## src/rtl/bootloader_stream.sv

```systemverilog
// bootloader_stream: streams host boot words into a ROM write port, one lane per beat,
// with target backpressure, selectable lane order, length-based stop and running checksum.
module bootloader_stream #(
  parameter bit                    CONFIG_ON_STARTUP = 1'b1,
  parameter int unsigned           HOST_WIDTH        = 32,
  parameter int unsigned           OUT_WIDTH         = 8,
  parameter int unsigned           ADDR_WIDTH        = 19,
  parameter logic [ADDR_WIDTH-1:0] ROM_LOCATION      = ADDR_WIDTH'(32'h30000),
  parameter int unsigned           ROM_LENGTH        = 32'h2000,
  parameter bit                    BIG_ENDIAN        = 1'b1
) (
  input  logic                  clk,
  input  logic                  reset_n,
  input  logic [HOST_WIDTH-1:0] host_bootdata,
  input  logic                  host_bootdata_req,
  output logic                  host_bootdata_ack,
  input  logic                  host_reset,
  output logic [OUT_WIDTH-1:0]  romwrite_data,
  output logic                  romwrite_wr,
  input  logic                  romwrite_ready,
  output logic [ADDR_WIDTH-1:0] romwrite_addr,
  output logic                  rom_initialised,
  output logic [15:0]           rom_checksum,
  output logic                  busy
);

  localparam int unsigned LANES   = HOST_WIDTH / OUT_WIDTH;
  localparam int unsigned LANE_W  = (LANES > 1) ? $clog2(LANES) : 1;
  localparam int unsigned COUNT_W = ADDR_WIDTH + 1;
  localparam logic [LANE_W-1:0]  LAST_LANE = LANE_W'(LANES - 1);
  localparam logic [COUNT_W-1:0] LENGTH    = COUNT_W'(ROM_LENGTH);

  typedef enum logic [2:0] {
    S_IDLE, S_WAIT, S_WRITE, S_NEXT, S_END, S_PARKED, S_WAITRESET
  } state_t;

  state_t state_q, state_d;

  logic [COUNT_W-1:0]    count_q;
  logic [COUNT_W-1:0]    count_inc_c;
  logic [LANE_W-1:0]     lane_q;
  logic [HOST_WIDTH-1:0] shift_q;
  logic                  last_c;
  logic                  wr_d, ack_d, busy_d, init_d;

  // Lane presented first from a word, according to lane order
  function automatic logic [OUT_WIDTH-1:0] first_lane(input logic [HOST_WIDTH-1:0] w);
    if (BIG_ENDIAN) return w[HOST_WIDTH-1 -: OUT_WIDTH];
    else            return w[OUT_WIDTH-1:0];
  endfunction

  // Drop the lane just presented so the next one moves into the first-lane position
  function automatic logic [HOST_WIDTH-1:0] drop_lane(input logic [HOST_WIDTH-1:0] w);
    if (BIG_ENDIAN) return w << OUT_WIDTH;
    else            return w >> OUT_WIDTH;
  endfunction

  assign count_inc_c = count_q + COUNT_W'(1);
  assign last_c      = (lane_q == LAST_LANE) || (count_inc_c == LENGTH);

  // State register
  always_ff @(posedge clk) begin
    if (!reset_n) state_q <= CONFIG_ON_STARTUP ? S_IDLE : S_PARKED;
    else          state_q <= state_d;
  end

  // Next-state logic; host_reset aborts any active phase
  always_comb begin
    state_d = state_q;
    case (state_q)
      S_IDLE:      state_d = S_WAIT;
      S_WAIT: begin
        if (host_reset)             state_d = S_WAITRESET;
        else if (host_bootdata_req) state_d = S_WRITE;
      end
      S_WRITE: begin
        if (host_reset)                   state_d = S_WAITRESET;
        else if (romwrite_ready && last_c) state_d = S_NEXT;
      end
      S_NEXT: begin
        if (host_reset)                                 state_d = S_WAITRESET;
        else if (host_bootdata_ack && !host_bootdata_req) state_d = (count_q == LENGTH) ? S_END : S_WAIT;
      end
      S_END:       state_d = S_PARKED;
      S_PARKED:    if (host_reset) state_d = S_WAITRESET;
      S_WAITRESET: if (!host_reset) state_d = S_IDLE;
      default:     state_d = S_IDLE;
    endcase
  end

  // Output decode: control outputs follow the state being entered, so they register in step with it
  always_comb begin
    wr_d   = (state_d == S_WRITE);
    ack_d  = (state_d == S_NEXT);
    busy_d = wr_d || ack_d;
    init_d = rom_initialised;
    if (state_d == S_IDLE)     init_d = 1'b0;
    else if (state_d == S_END) init_d = 1'b1;
  end

  // Output registers and beat datapath (address, count, lanes, checksum)
  always_ff @(posedge clk) begin
    if (!reset_n) begin
      romwrite_wr       <= 1'b0;
      host_bootdata_ack <= 1'b0;
      busy              <= 1'b0;
      rom_initialised   <= !CONFIG_ON_STARTUP;
      romwrite_data     <= '0;
      rom_checksum      <= '0;
      romwrite_addr     <= ROM_LOCATION;
      count_q           <= '0;
      lane_q            <= '0;
      shift_q           <= '0;
    end else begin
      romwrite_wr       <= wr_d;
      host_bootdata_ack <= ack_d;
      busy              <= busy_d;
      rom_initialised   <= init_d;
      case (state_q)
        S_IDLE: begin
          romwrite_addr <= ROM_LOCATION;
          count_q       <= '0;
          lane_q        <= '0;
          rom_checksum  <= '0;
        end
        S_WAIT: begin
          if (!host_reset && host_bootdata_req) begin
            romwrite_data <= first_lane(host_bootdata);
            shift_q       <= drop_lane(host_bootdata);
            lane_q        <= '0;
          end
        end
        S_WRITE: begin
          // An accepted beat coinciding with host_reset is not accounted
          if (!host_reset && romwrite_ready) begin
            romwrite_addr <= romwrite_addr + ADDR_WIDTH'(1);
            count_q       <= count_inc_c;
            rom_checksum  <= rom_checksum + 16'(romwrite_data);
            lane_q        <= lane_q + LANE_W'(1);
            if (!last_c) begin
              romwrite_data <= first_lane(shift_q);
              shift_q       <= drop_lane(shift_q);
            end
          end
        end
        default: ;
      endcase
    end
  end

endmodule

```

## config.mk

```make
export PLATFORM = sky130hd
export DESIGN_NAME = bootloader_stream
export DESIGN_NICKNAME = d
export VERILOG_FILES = /design/src/rtl/bootloader_stream.sv
export SDC_FILE = /design/constraint.sdc
export NUM_CORES = 1
export LEC_CHECK = 0
export CAP_MARGIN = 10
export CELL_PAD_IN_SITES_DETAIL_PLACEMENT = 1
export CELL_PAD_IN_SITES_GLOBAL_PLACEMENT = 1
export CORE_MARGIN = 5
export CORE_UTILIZATION = 43
export DETAILED_ROUTE_END_ITERATION = 8
export PLACE_DENSITY_LB_ADDON = 0.1
export RECOVER_POWER = 100
export SLEW_MARGIN = 20
export SYNTH_ARGS = -nofsm -noshare
export SYNTH_HDL_FRONTEND = slang
export SYNTH_SLANG_ARGS = --single-unit
```

## constraint.sdc

```tcl
create_clock -name clk -period 4.59 [get_ports clk]
set_input_delay 0.459 -clock clk [delete_from_list [all_inputs] [get_ports clk]]
set_output_delay 0.459 -clock clk [all_outputs]
set_load 0.02 [all_outputs]
```

-- Yosys cells after proc, flatten, opt, wreduce, memory -nomap -nowiden
Cells that the tools add are included.
- output and inout bits: 47
- register bits after elaboration: 104
- input bits: 37
- bits in latches: 0
- word-level logic and storage cells: 75
- bits in writable memories: 0
- memories: 0
- ROM bits: 0
- equality and inequality tests: 15
- shift operators: 0
- muxes and demuxes: 27
- divide/modulo/power cells: 0
- magnitude comparators: 0
- multiply operators: 0
- reductions and logical operators: 17
- $add $sub $neg: 4
- bitwise logic cells: 1
- operator list (kind ; count):
    $mux W32 ; 3
    $pmux W32 S2 ; 1
    $eq A20 B14 Y1 const B ; 2
    $pmux W20 S2 ; 1
    $pmux W19 S2 ; 1
    $pmux W16 S2 ; 1
    $mux W3 ; 9
    $mux W8 ; 3
    $pmux W3 S7 ; 1
    $add A20 B1 Y20 const B ; 1
    $mux W20 ; 1
    $add A19 B1 Y19 const B ; 1
    $mux W19 ; 1
    $add A16 B8 Y16 ; 1
    $mux W16 ; 1
    $pmux W8 S2 ; 1
    $eq A3 B2 Y1 const B ; 4
    $eq A3 B3 Y1 const B ; 4
    $logic_not A3 Y1 ; 2
    $ne A2 B2 Y1 const B ; 3
    $pmux W2 S3 ; 1
    $logic_and A1 B1 Y1 ; 4
    $mux W2 ; 2
    $reduce_and A4 Y1 ; 1
    11 further kinds ; 14

-- Depth between registers and ports, before layout
- depth in word-level cells: 9
- gate-level depth with buffers: 12
- depth with buffers taken out: 9

-- Worst setup path after synthesis
Ideal clock, no wire load.
- kind: reg-to-reg
- start point: reg count_q[1]
- end point: reg shift_q[16]
- slack: 1.560 ns
- data arrival time: 2.949 ns
- data required time: 4.509 ns
- setup time: 0.081 ns
- path buffers: 4
- stages on the path, launching flop included: 13
- clock period less this slack: 3.030 ns
- cell sequence: dfxtp_1 > ha_1 > clkbuf_1 > nand4_1 > nor4_1 > xor2_1 > o32a_2 > or4_1 > buf_4 > and2_4 > buf_6 > buf_8 > a211oi_2
- longest elaborated chain between the ends: 5
- RTL lines (item ; RTL line ; RTL):
    start: declaration ; 39 ; logic [COUNT_W-1:0] count_q;
    start signal: assignment ; 137 ; count_q <= count_inc_c;
    $add A20 B1 Y20 ; 58 ; assign count_inc_c = count_q + COUNT_W'(1);
    $eq A20 B14 Y1 ; 59 ; assign last_c = (lane_q == LAST_LANE) || (count_inc_c == LENGTH);
    $logic_or A1 B1 Y1 ; 59 ;
    $ne A2 B2 Y1 (no source line) ; n/a ;
    $reduce_and A4 Y1 (no source line) ; n/a ;
    end signal: assignment ; 129 ; shift_q <= drop_lane(host_bootdata);
    end signal: assignment ; 142 ; shift_q <= drop_lane(shift_q);
    end: declaration ; 42 ; logic [HOST_WIDTH-1:0] shift_q;
Every way passes these cells.
A chain may end at the register's enable or synchronous reset.

-- Worst setup path in the final report
- start point: reg state_q[1]
- end point: reg shift_q[18]
- longest elaborated chain between the ends: 3
- elaborated cells on any way between the ends: 8
- classes of those cells: 5 x eq/ne; 1 x mux; 2 x reduce/logical
- RTL lines (item ; RTL line ; RTL):
    start: declaration ; 37 ; state_t state_q, state_d;
    start signal: assignment ; 63 ; if (!reset_n) state_q <= CONFIG_ON_STARTUP ? S_IDLE : S_PARKED;
    start signal: assignment ; 64 ; else state_q <= state_d;
    $eq A3 B2 Y1 / $eq A3 B1 Y1 (equally long branches) ; 119 ; case (state_q)
    $ne A2 B2 Y1 (no source line) / $reduce_bool A2 Y1 (equally long branches) ; n/a ;
    $reduce_and A4 Y1 (no source line) ; n/a ;
Several ways; a longest one is shown, not always the timed one.

==> impl_metrics.ini <==
[route]
vias_per_cell = 5.77
detail-route-antenna-nets = 0
drc_errors = 0
drt_iter0_drc = 240
vias = 4590
wl_mm = 14.1
wire_per_inst_um = 17.7
drt_pass1_iterations = 4

[worst_hold_path]
hp-start = rom_checksum[2]
hold_path_class = reg2reg

[global_route]
grt_start_max_net_pins = 35
antenna_found_initial = 0
grt_use_total = 0.203
grt_pass1_wl_mm = 24.0
first_global_vias = 4708
grt.overflow.total = 0

[final_layout]
fill_cells = 1366
syn_to_final_growth_pct = 20.7
drive_above_1_share = 0.0445
diodes = 0
fin_nets = 698
ff_latch_area_um2 = 1920
layout.cells.non_filler = 795
multi_input_area_um2 = 2780

[synth]
ys_warn_count = 0
netlist_instances = 587
synth-async-reset-ratio = 0
synth_area_um2 = 5030
syn_nets = 637
yosys_most_used_dff = dfxtp_1
synth-seq-cells = 96
yosys.cell_types.count = 54
synth_edf_count = 0
synth-seq-area-share = 0.382
syn_avg_cell_area_um2 = 8.57

[floorplanning]
design.die.area_um2 = 14000
fp.dieH_um = 118
start_util = 0.440
die_x_um = 118
fp-row-count = 39
io_pins = 84
coreArea_um2 = 11400

[power_and_ir_drop]
p_per_area_nw_per_um2 = 307
power.leakage_nw = 2.22
vdd_drop_max_uv = 166

[timing]
finalClockSkew_ns = 0.00731
min_period_ns = 3.93
hold_viol = 0
setup-violations-final = 0
finalMaxSlewViolations = 31
hold_ws_ns = 0.477
fmax_mhz = 255
fin_tns_setup_ns = 0
worst_pin_slew_ns = 2.04
fin_crit_sh = 0.856
relSlewSlack = -0.358
rsz0062_at_grt = false

[critical_path]
worstPathBufferInverterCount = 3
critical_path.startpoint = state_q[1]
max_stage_delay_ns = 1.52
cp-end-kind = register
crit_type = reg2reg
cp-start-kind = register
r2r-start = state_q[1]
critPathMaxFanout = 30
critPathRequiredTime_ns = 4.84
cp_top_family = buffers and inverters
cp_cell_sequence = clkinv_1 -> nor3_1 -> clkbuf_1 -> a21oi_2 -> buf_4 -> and2_4 -> a211oi_1
cp.arrival_ns = 4.17
cp_slowest_cell = clkbuf_1

[clock_network]
insertion_delay_ns = 0.35
numCtsBuffers = 9
root_buffer = clkbuf_16
cts_tree = yes
h-tree-depth = 3
cts.hold.buffers_added = 0
clockBufferDepth = 2
clock-sinks = 96
post_cts_buffers = 0
clk_pin_slew_worst_paths_ns = 0.06
post_cts_resized = 0

[placement]
portBuffers = 83
hpwl_mm = 10.2
placed_cells = 780
gp_congestion = 0.803

[outcome]
failed_checks = max-capacitance violations, max-slew violations
status = finished with violations

[job]
maxCapViolCount = 1
==> registers in the layout, indices dropped and copies added (netlist names) <==
register,flops
rom_initialised,1
shift_q,24
count_q,20
romwrite_data,8
host_bootdata_ack,1
romwrite_addr,19
romwrite_wr,1
rom_checksum,16
lane_q,2
busy,1
state_q,3
==> cell usage after synthesis (all sizes together) (2+ instances only) <==
cell type / instances / area share
nor3b: 2 / 0.0030
nor4: 12 / 0.016
a31oi: 4 / 0.0050
xor2: 14 / 0.024
xnor2: 20 / 0.035
and3: 7 / 0.0087
ha: 12 / 0.030
nor2: 71 / 0.053
a22oi: 9 / 0.013
nand2: 40 / 0.030
nand2b: 4 / 0.0050
a32o: 9 / 0.018
a311oi: 6 / 0.010
nand3: 25 / 0.025
dfxtp: 96 / 0.38
a21oi: 54 / 0.054
buf: 16 / 0.021
clkbuf: 24 / 0.018
o211ai: 2 / 0.0030
nor3: 26 / 0.026
or3: 5 / 0.0062
o21bai: 3 / 0.0045
nand4: 13 / 0.019
a211oi: 26 / 0.059
inv: 12 / 0.0090
a21o: 2 / 0.0030
clkinv: 2 / 0.0015
and2: 5 / 0.0067
or4: 2 / 0.0030
mux2i: 25 / 0.050
a2111oi: 2 / 0.0035
o211a: 4 / 0.0080
o21ai: 18 / 0.018
and4: 3 / 0.0052
==> placed cells by master, fill, tap and decap left out, types with 3 or more instances in the layout <==
cell type	count
and4_1	3
dfxtp_1	96
a31oi_1	4
buf_4	3
nor3_1	26
a32o_1	9
nor4_1	11
o21bai_1	3
xnor2_1	20
nand3_1	25
o21ai_0	18
clkdlybuf4s50_1	35
dlygate4sd3_1	48
nand4_1	12
and2_1	3
xor2_1	14
inv_1	12
a22oi_1	9
a21oi_1	53
and3_1	7
or3_1	5
ha_1	12
a311oi_1	6
clkbuf_1	6
nand2_1	40
nand2b_1	4
a211oi_1	22
clkbuf_16	9
a211oi_2	4
o211a_1	4
nor2_1	71
mux2i_1	25
==> per-stage QoR <==
stage           util  setup WS (ns)  power, mW  area (um2)
2_1_floorplan      -           1.56       1.10        5030
3_3_place_gp   0.518           1.25       1.20        5910
3_5_place_dp   0.518           1.06       1.21        5910
4_1_cts        0.541           1.05       1.90        6180
5_1_grt        0.531          0.377       1.95        6070
6_report       0.531          0.663       1.86        6070
==> path summary, 6_finish.rpt <==
check | end | slack, ns | cells past startpoint
worst min register to register | rom_checksum[2] | 0.48 | 2
worst max-delay path | shift_q[18] | 0.66 | 7
worst max register to register | shift_q[18] | 0.66 | 7
worst min-delay path | rom_checksum[2] | 0.48 | 2
==> cell families (layout without fill, tap and decap cells) <==
logic type               count (synthesis)  in the layout  synth area share
AND/OR/NAND/NOR                        220            220             0.214
AO/OA/AOI/OAI                          144            144             0.209
flip-flops                              96             96             0.382
buffers and inverters                   54            119            0.0498
XOR/XNOR                                34             34            0.0592
multiplexers                            26             26            0.0520
adder cells (fa/ha/maj)                 13             13            0.0338
==> power breakdown <==
part	switching, mW	internal (mW)
clock	0.313	0.379
combinational	0.167	0.110
sequential	0.0299	0.862
==> routing by layer <==
layer	global-route usage	up-vias	wire length, um
met5	0	-	0
li1	-	2262	-
met1	0.268	2237	6630
met2	0.337	78	6770
met4	0.0645	0	214
met3	0.0349	13	474
==> cell type report <==
| cell class | instances | area share |
|---|---|---|
| Multi-Input combinational cell | 437 | 0.458 |
| Clock inverter | 3 | 0.00309 |
| Timing Repair Buffer | 90 | 0.143 |
| Tap cell | 143 | 0.0295 |
| Sequential cell | 96 | 0.317 |
| Inverter | 14 | 0.00866 |
| Clock buffer | 12 | 0.0406 |
==> tightest hold or removal path: cells and delay by family, from the launching register on <==
| family | cells | cell delay, ns |
|---|---|---|
| AOI/OAI and AO/OA | 1 | 0.05 |
| and+or+nand+nor | 1 | 0.06 |
| DFF | 1 | 0.33 |
Power figures use the tool's default switching activity.
